[config.mk]
export PLATFORM = sky130hd
export DESIGN_NAME = ssd_scanner
export DESIGN_NICKNAME = d
export VERILOG_FILES = /design/src/rtl/ssd_scanner.sv
export SDC_FILE = /design/constraint.sdc
export NUM_CORES = 1
export LEC_CHECK = 0
export ABC_CLOCK_PERIOD_IN_PS = 3400
export CAP_MARGIN = 5
export CELL_PAD_IN_SITES_DETAIL_PLACEMENT = 0
export CELL_PAD_IN_SITES_GLOBAL_PLACEMENT = 2
export CORE_MARGIN = 2
export CORE_UTILIZATION = 39
export DETAILED_ROUTE_END_ITERATION = 16
export PLACE_DENSITY = 0.89
export SYNTH_ARGS = -nofsm -noshare
export SYNTH_HDL_FRONTEND = slang
export SYNTH_SLANG_ARGS = --single-unit
[constraint.sdc]
create_clock -name clk -period 3.4 [get_ports clk]
set_clock_uncertainty 0.15 [all_clocks]
set_input_delay 0.68 -clock clk [delete_from_list [all_inputs] [get_ports clk]]
set_output_delay 0.68 -clock clk [all_outputs]
set_load 0.02 [all_outputs]
[src/rtl/ssd_scanner.sv]
// 4-digit multiplexed 7-segment scanner with frame-aligned shadow commit; all outputs registered, load is never stalled.
// Optional leading-zero blanking is enabled by defining SSD_BLANK_EN.
module ssd_scanner #(
  parameter int REFRESH_DIV = 100000,
  parameter int DIGITS      = 4
) (
  input  logic                  clk,
  input  logic                  rst_n,
  input  logic [4*DIGITS-1:0]   value_in,
  input  logic                  load,
  output logic [3:0]            nibble_out,
  output logic [DIGITS-1:0]     anode_n,
  output logic                  frame_tick,
  output logic                  pending
);

  localparam int PW = (REFRESH_DIV > 1) ? $clog2(REFRESH_DIV) : 1;
  localparam int IW = (DIGITS > 1) ? $clog2(DIGITS) : 1;

  logic [PW-1:0]         r_presc;
  logic [IW-1:0]         r_digit_idx;
  logic                  r_drive;
  logic [4*DIGITS-1:0]   r_display;
  logic [4*DIGITS-1:0]   r_shadow;
  logic                  r_pending;
  logic [DIGITS-1:0]     r_anode_n;
  logic [3:0]            r_nibble;
  logic                  r_frame_tick;

  logic                  w_tick;
  logic                  w_last;
  logic                  w_frame;
  logic [3:0]            w_nib;
  logic [DIGITS-1:0]     w_sel;
  logic [DIGITS-1:0]     w_nz_above;
  logic [DIGITS-1:0]     w_anode_drv;

  assign w_tick  = (r_presc == PW'(REFRESH_DIV - 1));
  assign w_last  = (r_digit_idx == IW'(DIGITS - 1));
  assign w_frame = w_tick & w_last;

  always_ff @(posedge clk or negedge rst_n) begin
    if (!rst_n) begin
      r_presc <= '0;
    end else if (w_tick) begin
      r_presc <= '0;
    end else begin
      r_presc <= r_presc + PW'(1);
    end
  end

  // r_drive marks the cycle after a tick, when the new slot's digit is lit.
  always_ff @(posedge clk or negedge rst_n) begin
    if (!rst_n) begin
      r_digit_idx  <= IW'(DIGITS - 1);
      r_drive      <= 1'b0;
      r_frame_tick <= 1'b0;
    end else begin
      r_drive      <= w_tick;
      r_frame_tick <= w_frame;
      if (w_tick) begin
        r_digit_idx <= w_last ? '0 : r_digit_idx + IW'(1);
      end
    end
  end

  // A load on the commit edge still lands in the shadow and stays pending.
  always_ff @(posedge clk or negedge rst_n) begin
    if (!rst_n) begin
      r_shadow  <= '0;
      r_display <= '0;
      r_pending <= 1'b0;
    end else begin
      if (w_frame && r_pending) begin
        r_display <= r_shadow;
      end
      if (load) begin
        r_shadow  <= value_in;
        r_pending <= 1'b1;
      end else if (w_frame) begin
        r_pending <= 1'b0;
      end
    end
  end

  always_comb begin
    logic v_acc;
    w_nib      = '0;
    w_nz_above = '0;
    v_acc      = 1'b0;
    for (int i = 0; i < DIGITS; i++) begin
      if (r_digit_idx == IW'(i)) begin
        w_nib = r_display[4*i +: 4];
      end
    end
    for (int i = DIGITS - 1; i >= 0; i--) begin
      v_acc         = v_acc | (|r_display[4*i +: 4]);
      w_nz_above[i] = v_acc;
    end
  end

  assign w_sel = DIGITS'(1) << r_digit_idx;

`ifdef SSD_BLANK_EN
  assign w_anode_drv = ~(w_sel & (w_nz_above | DIGITS'(1)));
`else
  assign w_anode_drv = ~w_sel;
`endif

  always_ff @(posedge clk or negedge rst_n) begin
    if (!rst_n) begin
      r_anode_n <= '1;
      r_nibble  <= '0;
    end else if (w_tick) begin
      r_anode_n <= '1;
    end else if (r_drive) begin
      r_anode_n <= w_anode_drv;
      r_nibble  <= w_nib;
    end
  end

  assign nibble_out = r_nibble;
  assign anode_n    = r_anode_n;
  assign frame_tick = r_frame_tick;
  assign pending    = r_pending;

endmodule

# ---- Word level (Yosys, flattened, before mapping)
# Cells that the tools add are included.
# W data, S select, Z words.
dict set report classes {
  n_addsub 2
  eq_ne 4
  shifts 1
  mux 10
  n_bitwise 3
  reduce_logical 5
}
# op n
set ops {}
lappend ops {{$mux W4} 6}
lappend ops {{$add A17 B1 Y17 const B} 1}
lappend ops {{$eq A17 B17 Y1 const B} 1}
lappend ops {{$mux W17} 1}
lappend ops {{$eq A2 B2 Y1 const B} 2}
lappend ops {{$not A4 Y4} 1}
lappend ops {{$reduce_bool A2 Y1} 2}
lappend ops {{$shl A1 B2 Y4 const A} 1}
lappend ops {{$add A2 B1 Y2 const B} 1}
lappend ops {{$eq A2 B1 Y1 const B} 1}
lappend ops {{$logic_not A2 Y1} 1}
lappend ops {{$mux W1} 2}
lappend ops {{$mux W2} 1}
lappend ops {{$reduce_and A2 Y1} 1}
lappend ops {{$and A1 B1 Y1} 1}
lappend ops {{$logic_and A1 B1 Y1} 1}
lappend ops {{$not A1 Y1} 1}
dict set report totals {
  reg_bits 62
  in_bits 19
  out_inout_bits 10
}

# ---- Depth between registers and ports, before layout
# Gate-level depths: netlist (run 1).
dict set report depth {
  depth_word 5
  ltp_mapped 7
  depth_no_buf 6
}

# ---- Least setup slack after synthesis (run 1)
# Ideal clock, no wire load.
dict set report synth_path {
  kind {flip-flop to flip-flop}
  start {register r_presc[11]}
  end {register r_display[0]}
  setup_time_ns 0.125
  arrival_ns 2.167
  t_required_ns 3.125
  path_slack_ns 0.958
  path_stages_with_launch 7
  period_less_slack_ns 2.442
  cell_sequence {dfrtp_1 -> or4_4 -> or4_4 -> buf_6 -> nor2_8 -> buf_12 -> mux2_4}
}
dict set report synth_via {
  elab_chain_cells 3
}
# element line
set synth_lines {}
lappend synth_lines {{start: declaration} 20} ;# logic [PW-1:0] r_presc;
lappend synth_lines {{start signal: assignment} 48} ;# r_presc <= r_presc + PW'(1);
lappend synth_lines {{$eq A17 B17 Y1} 38} ;# assign w_tick = (r_presc == PW'(REFRESH_DIV - 1));
lappend synth_lines {{$and A1 B1 Y1} 40} ;# assign w_frame = w_tick & w_last;
lappend synth_lines {{$logic_and A1 B1 Y1} 74} ;# if (w_frame && r_pending) begin
lappend synth_lines {{end signal: assignment} 75} ;# r_display <= r_shadow;
lappend synth_lines {{end: declaration} 23} ;# logic [4*DIGITS-1:0] r_display;
# No other way between the ends.
# A chain may end at the register's enable or synchronous reset.

# ---- Final worst setup path (run 1)
dict set report layout_path {
  start {register r_presc[12]}
  end {register r_display[6]}
}
# Same word-level chain as after synthesis.

==> out/qor.yml, run 1 <==
clock_network_fraction_of_total_power: 0.462
fraction_of_power_consumed_by_sequential_logic: 0.500
cts.hold.buffers_added: 0
ctsRootBufferMaster: "sky130_fd_sc_hd__clkbuf_8"
ctsHtreeMaxLevel: 3
synth_area_leader_cell: "sky130_fd_sc_hd__dfrtp_1"
dpl.hpwl_mm: 3.24
grt_pass1_wl_mm: 8.03
core_mm2: 0.00676
total_i_o_pin_count: 29
layout_min_cycle_time_ns: 2.56
tritoncts: "done"
static_leak_nw: 1.47
grt_start_max_net_pins: 63
port_buffers: 28
fmaxAchievable_mhz: 391
r2r_cells: 4
ys_top_cells_by_area: "sky130_fd_sc_hd__dfrtp_1, sky130_fd_sc_hd__mux2_2, sky130_fd_sc_hd__dfstp_2, sky130_fd_sc_hd__mux2_4, sky130_fd_sc_hd__nand2_1"
crit_path_end_kind: "register"
drt_wl_total_mm: 4.72
clock_insertion_delay_worst_skew_ns: 0.33
synth_nets: 233
area_growth_syn_to_layout_pct: 20.3
first_global_vias: 1708
drt-wirelength-per-cell_um: 14.6
hold_path_depth: 1
via_total_after_detailed_routing: 1684
power.total_w: 0.00154
worst_vdd_drop_uv: 271
setup_viol: 0
synthesis.area_per_instance_um2: 13.0
cts_resized: 0
post-cts-setup-buffer-count: 0
setup_repair_after_global_routing_missed_its_margin: "false"
maxCapViolations: 0
globalRouteOverflowTotal: 0
drive_gt1_frac: 0.254
synth-seq-cells: 62
tritoncts_buffer_count: 9
antenna_cells: 0
yosys_warnings: 0
antenna_found_initial: 0
drt_pass1_iterations: 4
timing_worst_setup_path_type: "register to register"
drc: 0
cell_internal_pwr_w: 0.00124
grt_usage: 0.140
synth_top_cell_area_share: 0.515
fin_nets: 264
outcome: "completed"
timing.final.hold_violations: 0
timing.slew.headroom: 0.467
core.rowCount: 30
power_density_mw_per_mm2: 469
final_util: 0.484
synth_area_mm2: 0.00272
netlist_instances: 209
timing.critical_path.from_type: "register"
p_sw_frac: 0.192
critical_path_arrival_ns: 2.62
netlist-cell-type-count: 32
timing.critical_path.fanout_max: 16
drtAntennaViolNets: 0
worstHoldPathType: "register to register"
tightest_slew_ns: 0.798
final.fill_count: 605
worst_setup_hold_path_clk_slew_ns: 0.06
gp_congestion: 0.728
cts_num_sinks: 62
min_period_over_period: 0.752
fp.dieH_um: 87.5
floorplan.die_area_mm2: 0.00766
routed_via_density: 5.20
power_switching_w: 0.000294
tns_ns: 0
pwr-share-comb: 0.039
initial_utilization: 0.403
buffer_depth_of_the_longest_clock_path: 2
worst-endpoint-required_ns: 3.46
final-max-slew-violation-count: 0
die-width_um: 87.5
initialDrtViolationCount: 64
synth-seq-area-share: 0.573
## final cells by class
class | instances | area [um2] | share of cell area
timing repair buffer | 30 | 290 | 0.0887
multi-input combinational | 134 | 1090 | 0.333
clock buffer | 12 | 155 | 0.0474
sequential | 62 | 1560 | 0.476
inverter | 3 | 11.3 | 0.00344
clock inverter | 3 | 67.6 | 0.0206
tap | 80 | 100 | 0.0306
## worst paths after layout
check                                 startpoint                       end  slack (ns)
max                        r_presc[12]$_DFF_PN0_  r_display[6]$_DFFE_PN0P_        0.84
min                         r_presc[0]$_DFF_PN0_      r_presc[0]$_DFF_PN0_        0.34
max reg2reg                r_presc[12]$_DFF_PN0_  r_display[6]$_DFFE_PN0P_        0.84
min reg2reg                 r_presc[0]$_DFF_PN0_      r_presc[0]$_DFF_PN0_        0.34
max in group asynchronous                  rst_n     r_presc[11]$_DFF_PN0_        2.24
min in group asynchronous                  rst_n  r_display[7]$_DFFE_PN0P_        0.35
## through the flow
stage / hold slack [ns] / cells / instance area, um2 / setup WS, ns
after floorplan: 0.234 / 209 / 2720 / 0.958
after global placement: 0.324 / 309 / 3050 / 0.874
after detailed placement: 0.331 / 309 / 3050 / 0.836
after CTS: 0.341 / 324 / 3270 / 0.829
after global routing: 0.364 / 324 / 3270 / 0.770
final: 0.337 / 324 / 3270 / 0.844
## power groups by stage
| stage | Clock, W | Combinational (W) | Sequential [W] |
|---|---|---|---|
| after detailed placement | 0 | 0.0000610 | 0.000781 |
| after global routing | 0.000772 | 0.0000659 | 0.000769 |
| after global placement | 0 | 0.0000602 | 0.000781 |
| after CTS | 0.000731 | 0.0000613 | 0.000768 |
| final | 0.000709 | 0.0000592 | 0.000767 |
| after floorplan | 0 | 0.0000235 | 0.000777 |
## state kept, by name, summed over array words and instances, names as in the netlist
signal / cells
nibble_out: 4
anode_n: 4
r_display: 16
pending: 1
r_presc: 17
r_digit_idx: 2
frame_tick: 1
r_shadow: 16
r_drive: 1
## cells by family (layout without fill, tap and decap cells)
logic type | after synthesis | count (layout) | synth area share
AO/OA/AOI/OAI | 20 | 20 | 0.0478
XOR/XNOR | 12 | 12 | 0.0386
adder cells (fa/ha/maj) | 5 | 5 | 0.0230
buffers and inverters | 13 | 48 | 0.0267
flip-flops | 62 | 62 | 0.573
multiplexers | 36 | 36 | 0.163
AND/OR/NAND/NOR | 61 | 61 | 0.128
## synth_stat cells, drive strengths merged
master and n:
dfrtp 56, nand3 6, mux2 36, o31ai 5, and3 3, dfstp 6, ha 5, nor2b 6
a221oi 4, and4 1, nand4 5, and2 2, xnor2 4, nor2 8, buf 2, clkbuf 8
or4 3, a21o 1, nor4 1, nand2 20, o21ai 8, or3 2, or4bb 1, nand4bb 1
nand4b 2, a21oi 2, xor2 8, inv 3
## routing by layer
metal / share of wire / GRT usage / vias up
li1: - / - / 802
met1: 0.47 / 0.172 / 846
met2: 0.47 / 0.220 / 31
met3: 0.048 / 0.0697 / 5
met4: 0.0097 / 0.0378 / 0
met5: 0 / 0 / -
## placed cells by master, fill, tap and decap left out, types with 7 or more instances in the layout
cell type                         count
sky130_fd_sc_hd__dfrtp_1             56
sky130_fd_sc_hd__clkdlybuf4s50_1     27
sky130_fd_sc_hd__mux2_2              26
sky130_fd_sc_hd__nand2_1             20
sky130_fd_sc_hd__clkbuf_8            11
sky130_fd_sc_hd__mux2_4              10
sky130_fd_sc_hd__o21ai_0              8
sky130_fd_sc_hd__xor2_1               8
sky130_fd_sc_hd__nor2_1               7
## critical path, cell delays in order, from the launching register on
cell and delay [ns]:
sky130_fd_sc_hd__dfrtp_1 0.42, sky130_fd_sc_hd__or4_4 0.53, sky130_fd_sc_hd__or4_4 0.61, sky130_fd_sc_hd__nor2_8 0.35
sky130_fd_sc_hd__mux2_2 0.38
Note: power is estimated with default switching activity, not from simulation.
==> inputs of run 2 (changes only) <==
==> config.mk (replaced) <==
export PLATFORM = sky130hd
export DESIGN_NAME = ssd_scanner
export DESIGN_NICKNAME = d
export VERILOG_FILES = /design/src/rtl/ssd_scanner.sv
export SDC_FILE = /design/constraint.sdc
export NUM_CORES = 1
export LEC_CHECK = 0
export ABC_CLOCK_PERIOD_IN_PS = 2150
export CAP_MARGIN = 5
export CELL_PAD_IN_SITES_DETAIL_PLACEMENT = 0
export CELL_PAD_IN_SITES_GLOBAL_PLACEMENT = 2
export CORE_MARGIN = 2
export CORE_UTILIZATION = 35
export DETAILED_ROUTE_END_ITERATION = 16
export PLACE_DENSITY = 0.85
export SYNTH_ARGS = -nofsm -noshare
export SYNTH_HDL_FRONTEND = slang
export SYNTH_SLANG_ARGS = --single-unit
==> constraint.sdc (replaced) <==
create_clock -name clk -period 2.15 [get_ports clk]
set_clock_uncertainty 0.15 [all_clocks]
set_input_delay 0.43 -clock clk [delete_from_list [all_inputs] [get_ports clk]]
set_output_delay 0.43 -clock clk [all_outputs]
set_load 0.02 [all_outputs]
==> out/qor.yml, run 2 (synthesized netlist as in run 1, its figures left out) <==
outcome: "finished with violations"
violated_checks: "negative setup slack"
floorplan.die_area_mm2: 0.00850
grt_usage: 0.137
fin_nets: 289
worstHoldPathType: "register to register"
fp.dieH_um: 92.2
maxCapViolations: 0
layout_top_registers: "r_presc x17, r_display x16, r_shadow x16"
dpl.hpwl_mm: 3.66
total_i_o_pin_count: 29
ctsHtreeMaxLevel: 3
finalWorstSetupSlack_ns: -0.167
worst-endpoint-required_ns: 2.23
antenna_found_initial: 0
antenna_cells: 0
drive_gt1_frac: 0.322
worst_setup_hold_path_clk_slew_ns: 0.07
ctsRootBufferMaster: "sky130_fd_sc_hd__clkbuf_8"
timing.critical_path.fanout_max: 6
r2r_setup_slack_ns: -0.17
initial_utilization: 0.356
largest_register_ffs: 17
final_design_area_no_fill_mm2: 0.00357
grt_start_max_net_pins: 33
post_layout_nonfiller_instances: 372
power.total_w: 0.00253
buffer_depth_of_the_longest_clock_path: 2
cts_num_sinks: 62
crit_path_end_kind: "register"
drt_wl_total_mm: 5.39
final_cell_mix: "sky130_fd_sc_hd__dfrtp_1, sky130_fd_sc_hd__clkdlybuf4s50_1, sky130_fd_sc_hd__buf_4"
worst_vdd_drop_uv: 475
timing.rr.end: "r_display[11]$_DFFE_PN0P_"
setup_repair_after_global_routing_missed_its_margin: "true"
drtAntennaViolNets: 0
globalRouteOverflowTotal: 0
final-max-slew-violation-count: 0
timing.slew.headroom: 0.722
placedInstanceArea_mm2: 0.00326
place_worst_setup_slack_ns: -0.169
initialDrtViolationCount: 43
routed_via_density: 4.67
r2r_cells: 5
timing_worst_setup_path_type: "register to register"
setup_viol: 21
gp_congestion: 0.736
core_mm2: 0.00765
tightest_slew_ns: 0.418
core.rowCount: 32
grt_pass1_wl_mm: 8.91
place_inst: 353
tritoncts: "done"
critical_path_arrival_ns: 2.40
tritoncts_buffer_count: 9
timing.critical_path.from_type: "register"
drt-wirelength-per-cell_um: 14.5
layout_min_cycle_time_ns: 2.32
hold_path_depth: 1
via_total_after_detailed_routing: 1737
timing.final.hold_violations: 0
static_leak_nw: 1.61
drc: 0
layout.cells.most_common: "sky130_fd_sc_hd__dfrtp_1"
min-delay-start: "r_shadow[10]$_DFFE_PN0P_"
largest_register: "r_presc"
drt_pass1_iterations: 4
fmaxAchievable_mhz: 432
timing.rr.start: "r_presc[8]$_DFF_PN0_"
area_growth_syn_to_layout_pct: 31.1
worstSetupEndpoint: "r_display[11]$_DFFE_PN0P_"
clock_insertion_delay_worst_skew_ns: 0.34
min_period_over_period: 1.08
die-width_um: 92.2
worst_setup_path_startpoint: "r_presc[8]$_DFF_PN0_"
power_density_mw_per_mm2: 710
port_buffers: 28
first_global_vias: 1841
run 2: cell types whose count changed in the layout (fill, tap and decap cells not counted), sizes merged:
cell and change:
buf +23, bufinv +1, clkbuf +1, clkinv +1
clkinvlp -1, dlygate4sd3 +1
run 2: how the worst min path moves through the flow:
| stage | slack [ns] | end |
|---|---|---|
| 6_report | 0.35 | r_display[10]$_DFFE_PN0P_ |
| 5_1_grt | 0.37 | r_display[13]$_DFFE_PN0P_ |
| 4_1_cts | 0.36 | r_display[13]$_DFFE_PN0P_ |
| 3_5_place_dp | 0.33 | r_shadow[3]$_DFFE_PN0P_ |
| 3_3_place_gp | 0.33 | r_shadow[3]$_DFFE_PN0P_ |
| 2_1_floorplan | -0.02 | frame_tick$_DFF_PN0_ |
run 2: area by class of cell:
type	instances	area (um2)
Sequential cell	62	1560
Multi-Input combinational cell	134	1130
Tap cell	102	128
Timing Repair Buffer	55	514
Clock inverter	4	95.1
Inverter	3	11.3
Clock buffer	12	135
Fill cell	700	4080
run 2: where the power goes:
group	internal (W)	switching (W)	total (W)	leakage, nW
clock network	0.000770	0.000448	0.00122	0.115
logic	0.0000596	0.0000393	0.0000989	0.709
registers	0.00120	0.0000187	0.00122	0.788
total	0.00203	0.000506	0.00253	1.61
run 2: layer usage:
| layer | wire [um] | part of all wire | global-route usage | vias to the layer above |
|---|---|---|---|---|
| met5 | 0 | 0 | 0 | - |
| met4 | 82 | 0.015 | 0.0448 | 0 |
| met3 | 228 | 0.042 | 0.0485 | 10 |
| met2 | 2570 | 0.48 | 0.216 | 27 |
| met1 | 2510 | 0.47 | 0.177 | 850 |
| li1 | - | - | - | 850 |
run 2: stage by stage:
step / utilization / hold WS (ns) / setup TNS (ns)
global placement: 0.426 / 0.327 / -2.09
floorplan: - / -0.0156 / -3.42
detailed placement: 0.426 / 0.326 / -2.93
CTS: 0.460 / 0.355 / -3.26
finish: 0.467 / 0.349 / -2.92
global route: 0.467 / 0.374 / -4.08
run 2: worst max-delay path, stage by stage, from the launching register on:
cell and delay (ns):
sky130_fd_sc_hd__dfrtp_1 0.37, sky130_fd_sc_hd__or4bb_1 0.50, sky130_fd_sc_hd__or4_4 0.58, sky130_fd_sc_hd__nor2_8 0.15, sky130_fd_sc_hd__clkbuf_16 0.17, sky130_fd_sc_hd__mux2_4 0.29
run 2: repair_timing:
item / in CTS / in global routing
gates cloned: 0 / 1
resized for setup: 3 / 7
endpoints found under the setup margin: 21 / 32
setup buffers: 1 / 0
pin swaps: 1 / 1
endpoints found under the hold margin: 56 / 0
hold buffers: 1 / 0
==> inputs of run 3 (changes only) <==
--- a/config.mk
+++ b/config.mk
@@ -11,6 +11,7 @@
 export CELL_PAD_IN_SITES_GLOBAL_PLACEMENT = 2
 export CORE_MARGIN = 2
 export CORE_UTILIZATION = 35
+export CTS_CLUSTER_SIZE = 10
 export DETAILED_ROUTE_END_ITERATION = 16
 export PLACE_DENSITY = 0.85
 export SYNTH_ARGS = -nofsm -noshare
==> results of run 3 <==
Final layout, timing and power as in run 2 (identical DEF).
==> edit (settings of run 3) <==
`DIGITS`: 4 -> 2.
--- a/src/rtl/ssd_scanner.sv
+++ b/src/rtl/ssd_scanner.sv
@@ -2,7 +2,7 @@
 // Optional leading-zero blanking is enabled by defining SSD_BLANK_EN.
 module ssd_scanner #(
   parameter int REFRESH_DIV = 100000,
-  parameter int DIGITS      = 4
+  parameter int DIGITS      = 2
 ) (
   input  logic                  clk,
   input  logic                  rst_n,
Interface: changed (resized anode_n and value_in); port bits go from 29 to 19. The function was not compared with the original's and may differ.
==> edit against run 3 <==
  * Worst setup slack improved by 0.27 ns
  * Synthesized area shrank 34%
  * Wire length shrank 41%
  * Highest routed layer unchanged
  * Largest cell class unchanged
  * Sequential cell count down 19
  * Critical endpoint is now anode_n[1]
  * Critical path depth decreased by 4
  * Sequential power is 32% lower
  * Design area fell by 38%
  * Total power is 45% lower
  * Utilization is 3.1 points lower
  * Die area shrank 32%
==> edit: results (changes against run 3) <==
| Metric | Value |
|---|---|
| GRT Util Overall | `0.133 (-0.00432)` |
| Critical path's slowest cell | `clkdlybuf4s50_1` |
| Pint | `1080 uW (-47%)` |
| Post-CTS setup buffer count | `0 (-1)` |
| Buffers from clock root to sink, at most | `2 (unchanged)` |
| Port Buffers | `18 (-36%)` |
| Total CTS buffers | `5 (-4)` |
| Seq power | `831 uW (-32%)` |
| Maximum VDD drop | `0.317 mV (-33%)` |
| Min-Delay Path Class | `primary input to asynchronous set/reset pin` |
| Tcrit/Tclk final | `0.950 (-0.128)` |
| # resized after CTS | `0 (-3)` |
| FFs w/ async S/R, synth | `1.00 (unchanged)` |
| DP Wirelength | `2.30 mm (-37%)` |
| Reg2reg path depth | `4 (-1)` |
| R2R Path End | `r_display[6]` |
| Worst stage delay on the critical path | `0.61 ns (+0.03 ns)` |
| Synth cell types | `31 (-3.1%)` |
| Worst-Margin Slew | `0.528 ns (+0.110 ns)` |
| Cell family with the largest share of critical-path delay | `buffers and inverters` |
| Clock Pin Slew Worst Setup and Hold Paths | `0.08 ns` |
| Status | `finished clean` |
| Largest net degree at the start of global routing | `44 (+33%)` |
| Worst setup path start | `anode_n[1]` |
| WL/cell | `13.3 um (-8.5%)` |
| Synthesized instance count | `140 (-33%)` |
| Worst setup path endpoint | `anode_n[1]` |
| First-pass GRT wire length | `5.58 mm (-37%)` |
| DRT iter0 DRCs | `72 (+67%)` |
| Layout Nets | `181 (-37%)` |
| Tot Pwr | `1390 uW (-45%)` |
| Sequential fraction of the synthesis area | `0.597 (+0.0239)` |
| Post-Place Cells | `232 (-34%)` |
| Leak | `0.000949 uW (-41%)` |
| Largest cells by area after synthesis | `dfrtp_1 55%, mux2_2 8.7%, dfstp_2 4.4%` |
| Share of cells above drive strength 1 | `0.212 (-0.110)` |
| CP Max Fanout | `2 (-4)` |
| Reg2reg start | `r_presc[11]` |
| Synth top cells by count | `40 x dfrtp_1, 14 x mux2_2, 11 x nor2_1` |
| Biggest registers after layout | `r_presc: 17 flops, r_display: 8 flops, r_shadow: 8 flops` |
| Syn_nets | `152 (-35%)` |
| Final RePlAce weighted congestion | `0.839 (+14%)` |
| Worst EP arrival | `1.46 ns (-0.94 ns)` |
| Clock latency on the worst-skew pair | `0.30 ns (-0.04 ns)` |
| Vias in the first global route | `1188 (-35%)` |
| Pre-CTS setup slack | `0.125 ns (+0.294 ns)` |
edit: cell types whose count changed after synthesis, sizes merged, moves of 4 or more:
cell	before	now
nand2	20	9
dfrtp	56	40
clkbuf	8	2
mux2	36	16
o31ai	5	0
nor4	1	7
mux2i	0	4
a221oi	4	0
nor2b	6	1
ha	5	1
edit: final cells by class:
cell class / count / area, um^2
Tap cell: 70 / 87.6
Timing Repair Buffer: 25 / 228
Inverter: 1 / 3.75
Clock inverter: 2 / 12.5
Fill cell: 478 / 2850
Sequential cell: 43 / 1080
Multi-Input combinational cell: 93 / 713
Clock buffer: 6 / 72.6
edit: routing by layer:
layer	global-route usage	share of wire
met2	0.208	0.48
met1	0.171	0.44
met5	0	0
met4	0.0643	0.021
met3	0.0344	0.055
edit: worst min path at each step:
stage | start | end | slack (ns)
after floorplan | rst_n | frame_tick | -0.02
after global placement | nibble_out[0] | nibble_out[0] | 0.32
after detailed placement | nibble_out[0] | nibble_out[0] | 0.33
after CTS | rst_n | r_presc[3] | 0.06
after global routing | rst_n | r_presc[3] | 0.1
final | rst_n | r_presc[3] | 0.04
edit: cells by family after synthesis:
group / count (synthesis) / share of synthesized area
adders and majority gates: 1 / 0.00691
xor gates and xnor gates: 16 / 0.0775
AOI/OAI and AO/OA: 7 / 0.0270
buffers and inverters: 4 / 0.00899
muxes: 20 / 0.122
and+or+nand+nor: 49 / 0.161
DFF: 43 / 0.597
edit: through the flow:
| step | cell area, um^2 | utilization | hold slack (ns) |
|---|---|---|---|
| after global placement | 2110 | 0.419 | 0.320 |
| after global routing | 2200 | 0.436 | 0.0966 |
| after CTS | 2200 | 0.436 | 0.0573 |
| after floorplan | 1810 | - | -0.0156 |
| final | 2200 | 0.436 | 0.0368 |
| after detailed placement | 2110 | 0.419 | 0.330 |
